### src/rtl/mul_pkg.sv
// Shared constants for the EX-stage sequential multiplier and the HI/LO unit.
// HI/LO command encodings, FSM states and default operand width.
package mul_pkg;

  localparam int MUL_WIDTH = 32;

  localparam logic [1:0] MUL_NONE = 2'b00;
  localparam logic [1:0] MUL_LOAD = 2'b01;
  localparam logic [1:0] MUL_ACC  = 2'b10;

  typedef enum logic [1:0] {
    S_IDLE = 2'b00,
    S_CALC = 2'b01,
    S_DONE = 2'b10
  } state_e;

endpackage

### src/rtl/mul_abs_conv.sv
// Conditional two's-complement negate.
// Used for operand magnitude and for the result sign fix.
module mul_abs_conv #(
  parameter int W = 32
) (
  input  logic [W-1:0] val_i,
  input  logic         neg_i,
  output logic [W-1:0] res_o
);

  assign res_o = neg_i ? (~val_i + W'(1)) : val_i;

endmodule

### src/rtl/seq_multiplier.sv
// Shift-add multiplier driving HI/LO load/accumulate commands.
// Optional SEQ_MUL_EARLY_TERM_EN: finish once remaining multiplier bits are zero.
module seq_multiplier
  import mul_pkg::*;
#(
  parameter int WIDTH = MUL_WIDTH
) (
  input  logic               clk,
  input  logic               reset,
  input  logic               start,
  input  logic [1:0]         op,
  input  logic               is_signed,
  input  logic               flush,
  input  logic [WIDTH-1:0]   src_a,
  input  logic [WIDTH-1:0]   src_b,
  output logic               busy,
  output logic [2*WIDTH-1:0] mul_ans,
  output logic [1:0]         mul
);

  localparam int CW = $clog2(WIDTH + 1);

  state_e             state_q;
  logic [1:0]         op_q;
  logic [1:0]         mul_q;
  logic               sign_q;
  logic               busy_q;
  logic [WIDTH-1:0]   mcand_q;
  logic [WIDTH-1:0]   acc_q;
  logic [WIDTH-1:0]   mplier_q;
  logic [CW-1:0]      count_q;

  logic [WIDTH-1:0]   a_abs;
  logic [WIDTH-1:0]   b_abs;
  logic [WIDTH:0]     addend;
  logic [WIDTH:0]     sum;
  logic [2*WIDTH-1:0] step;
  logic [2*WIDTH-1:0] prod_d;
  logic [2*WIDTH-1:0] prod_fix;
  logic               last;
  logic               go;

  mul_abs_conv #(.W(WIDTH)) u_abs_a (
    .val_i (src_a),
    .neg_i (is_signed & src_a[WIDTH-1]),
    .res_o (a_abs)
  );

  mul_abs_conv #(.W(WIDTH)) u_abs_b (
    .val_i (src_b),
    .neg_i (is_signed & src_b[WIDTH-1]),
    .res_o (b_abs)
  );

  mul_abs_conv #(.W(2*WIDTH)) u_fix (
    .val_i ({acc_q, mplier_q}),
    .neg_i (sign_q),
    .res_o (prod_fix)
  );

  // Carry of the WIDTH+1-bit add drops into the shifted accumulator.
  assign addend = mplier_q[0] ? {1'b0, mcand_q} : '0;
  assign sum    = {1'b0, acc_q} + addend;
  assign step   = {sum, mplier_q[WIDTH-1:1]};

`ifdef SEQ_MUL_EARLY_TERM_EN
  logic [WIDTH-1:0] lim;
  logic             skip;

  // Only bit 0 may remain set: do this step and the rest of the shifts at once.
  assign lim    = ~({WIDTH{1'b1}} << count_q);
  assign skip   = ((mplier_q & lim) >> 1) == '0;
  assign last   = skip || (count_q == CW'(1));
  assign prod_d = skip ? (step >> (count_q - CW'(1))) : step;
`else
  assign last   = count_q == CW'(1);
  assign prod_d = step;
`endif

  assign go = start && !flush && ((op == MUL_LOAD) || (op == MUL_ACC));

  assign busy    = busy_q;
  assign mul     = flush ? MUL_NONE : mul_q;
  assign mul_ans = (state_q == S_DONE) ? prod_fix : '0;

  always_ff @(posedge clk or posedge reset) begin
    if (reset) begin
      state_q  <= S_IDLE;
      op_q     <= MUL_NONE;
      mul_q    <= MUL_NONE;
      sign_q   <= 1'b0;
      busy_q   <= 1'b0;
      mcand_q  <= '0;
      acc_q    <= '0;
      mplier_q <= '0;
      count_q  <= '0;
    end else begin
      unique case (state_q)
        S_IDLE: begin
          mul_q <= MUL_NONE;
          if (go) begin
            state_q  <= S_CALC;
            busy_q   <= 1'b1;
            op_q     <= op;
            sign_q   <= is_signed & (src_a[WIDTH-1] ^ src_b[WIDTH-1]);
            mcand_q  <= a_abs;
            mplier_q <= b_abs;
            acc_q    <= '0;
            count_q  <= CW'(WIDTH);
          end
        end
        S_CALC: begin
          if (flush) begin
            state_q <= S_IDLE;
            busy_q  <= 1'b0;
          end else begin
            {acc_q, mplier_q} <= prod_d;
            count_q <= count_q - CW'(1);
            if (last) begin
              state_q <= S_DONE;
              mul_q   <= op_q;
            end
          end
        end
        S_DONE: begin
          state_q <= S_IDLE;
          busy_q  <= 1'b0;
          mul_q   <= MUL_NONE;
        end
        default: begin
          state_q <= S_IDLE;
          busy_q  <= 1'b0;
          mul_q   <= MUL_NONE;
        end
      endcase
    end
  end

endmodule

### config.mk
export PLATFORM = sky130hd
export DESIGN_NAME = seq_multiplier
export DESIGN_NICKNAME = d
export VERILOG_FILES = /design/src/rtl/mul_pkg.sv /design/src/rtl/mul_abs_conv.sv /design/src/rtl/seq_multiplier.sv
export SDC_FILE = /design/constraint.sdc
export NUM_CORES = 1
export LEC_CHECK = 0
export BUFFER_PORTS_ARGS = -buffer_cell sky130_fd_sc_hd__buf_2
export CORE_MARGIN = 2
export CORE_UTILIZATION = 35
export DETAILED_ROUTE_END_ITERATION = 7
export GPL_ROUTABILITY_DRIVEN = 0
export GPL_TIMING_DRIVEN = 1
export PLACE_DENSITY = 0.55
export SLEW_MARGIN = 20
export SYNTH_ARGS = -nofsm -noshare
export SYNTH_HDL_FRONTEND = slang
export SYNTH_HIERARCHICAL = 1
export SYNTH_SLANG_ARGS = --single-unit
### constraint.sdc
create_clock -name clk -period 3.38 [get_ports clk]
set_input_delay 0.507 -clock clk [delete_from_list [all_inputs] [get_ports clk]]
set_output_delay 0.507 -clock clk [all_outputs]
set_load 0.02 [all_outputs]
==> results.md <==
- In this run the horizontal extent of the chip is 174 um.
- In this run, synthesis inferred 0 flip-flops with an integrated enable.
- Counting the buffers created by CTS gives 9.
- The total routed wirelength is 28.8 mm.
- Among all stages on the critical path, the largest delay is contributed by sky130_fd_sc_hd__or4_4.
- The tightest hold margin is 256 ps.
- The tree is rooted in a sky130_fd_sc_hd__clkbuf_16.
- From synthesis to final layout, the design area changed by 20.7%.
- The maximum fanout along the worst path is 6.
- The total instance count after detailed placement is 1691.
- The run finished, with violations left.
- Counting flops with an async set or reset pin after synthesis yields a share of 1.00.
- Walking the worst path, the cells encountered are or4_4 > or3_1 > or4_1 > o31ai_2 > xnor2_1 > and2_1 > buf_2.
- For this block, wires on met1 add up to 14.1 mm.
- After detailed routing, the average wire length per cell comes to 16.6 um.
- Detailed routing placed a total of 1.35 mm of wire on met3.
- The maximum clock rate is 292 MHz.
- The initial antenna violation count is 1.
- For this block, the via count after detailed routing is 9058.
- The final number of hold-violating endpoints was 0.
- The power density normalized to cell area is 629 nW/um2.
- The first-pass detailed-route iteration total is 5.
- The net count of the finished layout is 1455.
- Setup repair after global routing could not meet its margin everywhere.
- The total count of max-transition violations in the final report was 0.
- STA classifies the critical path startpoint as a flop.
- The count of buffers added on input and output ports is 137.
- Yosys printed 6 warnings.
- The arrival time at the worst endpoint is 2910 ps.
- After detailed routing, the number of vias per cell comes to 5.22.
- The detailed router's first-iteration violation count is 467.
- The post-detailed-placement cell area is 11300 um2.
- The max-capacitance violation count is 0.
- The min-delay analysis places its worst path in the category in2async.
- The maximum number of pins on one net before global-route repair is 60.
- The final instance count without filler cells is 1735.
- The clock passes through at most 2 buffers.
- The tree built by TritonCTS fans out to 110 sinks.
- The first global-routing pass estimated 45.9 mm of wire.
- The synthesized design spends more area on one cell type than any other, namely sky130_fd_sc_hd__dfrtp_1.
- The headroom to the max-slew limit is 0.477.
- The worst vdd rail ir drop is 0.345 mV.
- The most used flip-flop cell after synthesis is sky130_fd_sc_hd__dfrtp_1.
- The number of standard cells after synthesis is 1196.
- The core region is 28500 um2.
- Summing all non-filler instances in the final layout gives an area of 12200 um2.
- For this run, design rule violations remaining after detail routing come to 0.
- Clock-pin slew was measured on the worst setup and hold paths at 80 ps.
- The area fraction of the dominant cell type after synthesis is 0.273.
- A synthesized cell averages 8.44 um2.
- TritonCTS built the clock tree.
- The HPWL after detailed placement is 21.7 mm.
- When the netlist entered floorplanning its net count stood at 1305.
- The leading cell type by number of instances after synthesis is sky130_fd_sc_hd__nand2_1.
- On the final layout, the worst clock skew is 12.0 ps.
- The post-synthesis instance area is 10100 um2.
- 138 I/O pins were placed.
- The routed wire length on met2 is 12.6 mm.
- From bottom edge to top edge, the die measures 174 um.
- The remaining number of nets flagged by the antenna check after routing is 0.
- The number of antenna diodes is 0.
- Timing analysis after detailed placement gives a worst setup slack of 94.4 ps.
- After layout, the worst setup slack is -40.6 ps.
- The delay of the slowest cell on the worst path is 580 ps.
- The startpoint-to-endpoint class of the critical path is reg2out.
- The checks that failed: setup timing.
- The post-synthesis sequential area ratio is 0.273.
- Measured on the finished design, the core utilization comes to 0.427.
- The register bit count reported by yosys is 110.
- For the pin with the worst max-slew slack, the measured transition is 783 ps.
- In the global route stage, overall resource usage came out at 0.186.
- The number of distinct library cells after synthesis is 81.
- The commonest cells after synthesis are sky130_fd_sc_hd__nand2_1, sky130_fd_sc_hd__xnor2_1, sky130_fd_sc_hd__dfrtp_1.
- The data required time of the worst path is 2870 ps.
- For this configuration, the core starts out at a cell density of 0.354.
- STA classifies the critical path endpoint as an output pin.
- The number of global-route vias before repair came to 8670.
- The post-route fraction of the period consumed by the critical path is 1.01.
- The die covers 30200 um2.
- The uppermost layer routed is met4.
- The initialized floorplan defines 62 standard-cell rows.
- By area the synthesized netlist is led by sky130_fd_sc_hd__dfrtp_1, sky130_fd_sc_hd__xnor2_1, sky130_fd_sc_hd__nand2_1.
- The clock latency reported for the late side of the worst-skew pair is 360 ps.
- The final-report setup violation count is 4.
- The analysis attributes to cell leakage a power of 5.43 nW.
- The number of H-tree levels is 3.
- For the finished layout, the period the worst path requires is 3420 ps.
- The fraction of final layout cells sized beyond drive strength 1 is 0.252.
- The remaining global-route overflow is 0.
-- state kept, by name, indices dropped and copies added, names as in the netlist --
| register | count |
|---|---|
| mul_q | 2 |
| mcand_q | 32 |
| state_q | 2 |
| acc_q | 32 |
| mplier_q | 32 |
| count_q | 6 |
| sign_q | 1 |
| busy | 1 |
| op_q | 2 |
-- cells in the final DEF (no fill, tap or decap), types with 33 or more instances in the layout --
master                    netlist  final
sky130_fd_sc_hd__nand2_1      208    208
sky130_fd_sc_hd__o31ai_1       41     33
sky130_fd_sc_hd__and2_1        97     95
sky130_fd_sc_hd__dfrtp_1      110     98
sky130_fd_sc_hd__xnor2_1      143    141
sky130_fd_sc_hd__o21ai_0       95     93
sky130_fd_sc_hd__ha_1          37     37
sky130_fd_sc_hd__a21oi_1       36     36
sky130_fd_sc_hd__buf_4          8     66
sky130_fd_sc_hd__mux2i_1       33     33
sky130_fd_sc_hd__buf_2          2    126
-- worst paths after layout --
path	cells past startpoint	slack (ps)	to	from
min reg2reg	2	470	mcand_q[18]$_DFFE_PP0P_	mcand_q[18]$_DFFE_PP0P_
min in group clk	3	390	mcand_q[0]$_DFFE_PP0P_	src_a[0]
max	7	-40	mul_ans[63]	acc_q[24]$_DFFE_PP0P_
min	2	260	mplier_q[24]$_DFFE_PP0P_	reset
max in group asynchronous	3	2300	sign_q$_DFFE_PP0P_	reset
max reg2reg	12	420	acc_q[29]$_DFFE_PP0P_	mcand_q[0]$_DFFE_PP0P_
-- worst max-delay path, delay by kind of cell, from the launching register on --
kind	cells	cell delay (ps)
flip-flops	1	460
AO/OA/AOI/OAI	1	240
XOR/XNOR	1	140
buffers and inverters	1	160
AND/OR/NAND/NOR	4	1540
-- cell type report --
| class | count | area [um2] |
|---|---|---|
| clock buffer | 12 | 267 |
| clock inverter | 4 | 28.8 |
| fill | 2960 | 16400 |
| inverter | 22 | 86.3 |
| multi-input combinational | 1000 | 7250 |
| sequential | 110 | 2770 |
| tap | 384 | 480 |
| timing repair buffer | 203 | 1300 |
-- logic make-up after synthesis --
family	Yosys count	share of synthesized area
multiplexers	33	0.0327
adder cells (fa/ha/maj)	38	0.0479
AND/OR/NAND/NOR	491	0.273
XOR/XNOR	157	0.136
buffers and inverters	86	0.0377
AO/OA/AOI/OAI	281	0.200
flip-flops	110	0.273
-- report_power, final --
part	internal (mW)	switching, mW
Combinational	1.85	2.33
Clock	0.563	0.515
Sequential	1.78	0.625
Total	4.19	3.47
-- metrics by stage --
stage                     TNS [ps]  power [mW]
after floorplan                  0        4.98
after global placement           0        6.03
after detailed placement         0        6.07
after CTS                    -7.13        7.38
after global routing          -843        8.23
final                        -74.1        7.66
-- what timing repair did --
item,CTS,global route
gates resized for setup,21,51
pin swaps,11,14
buffers inserted,17,11
cloned,0,0
hold buffers,0,0
setup endpoints to repair,34,28
-- layer usage --
| layer | vias up | global-route usage |
|---|---|---|
| met5 | - | 0 |
| met3 | 37 | 0.0270 |
| met4 | 0 | 0.0557 |
| li1 | 4529 | - |
| met1 | 4256 | 0.266 |
| met2 | 236 | 0.291 |
(Power assumes the default switching activity.)
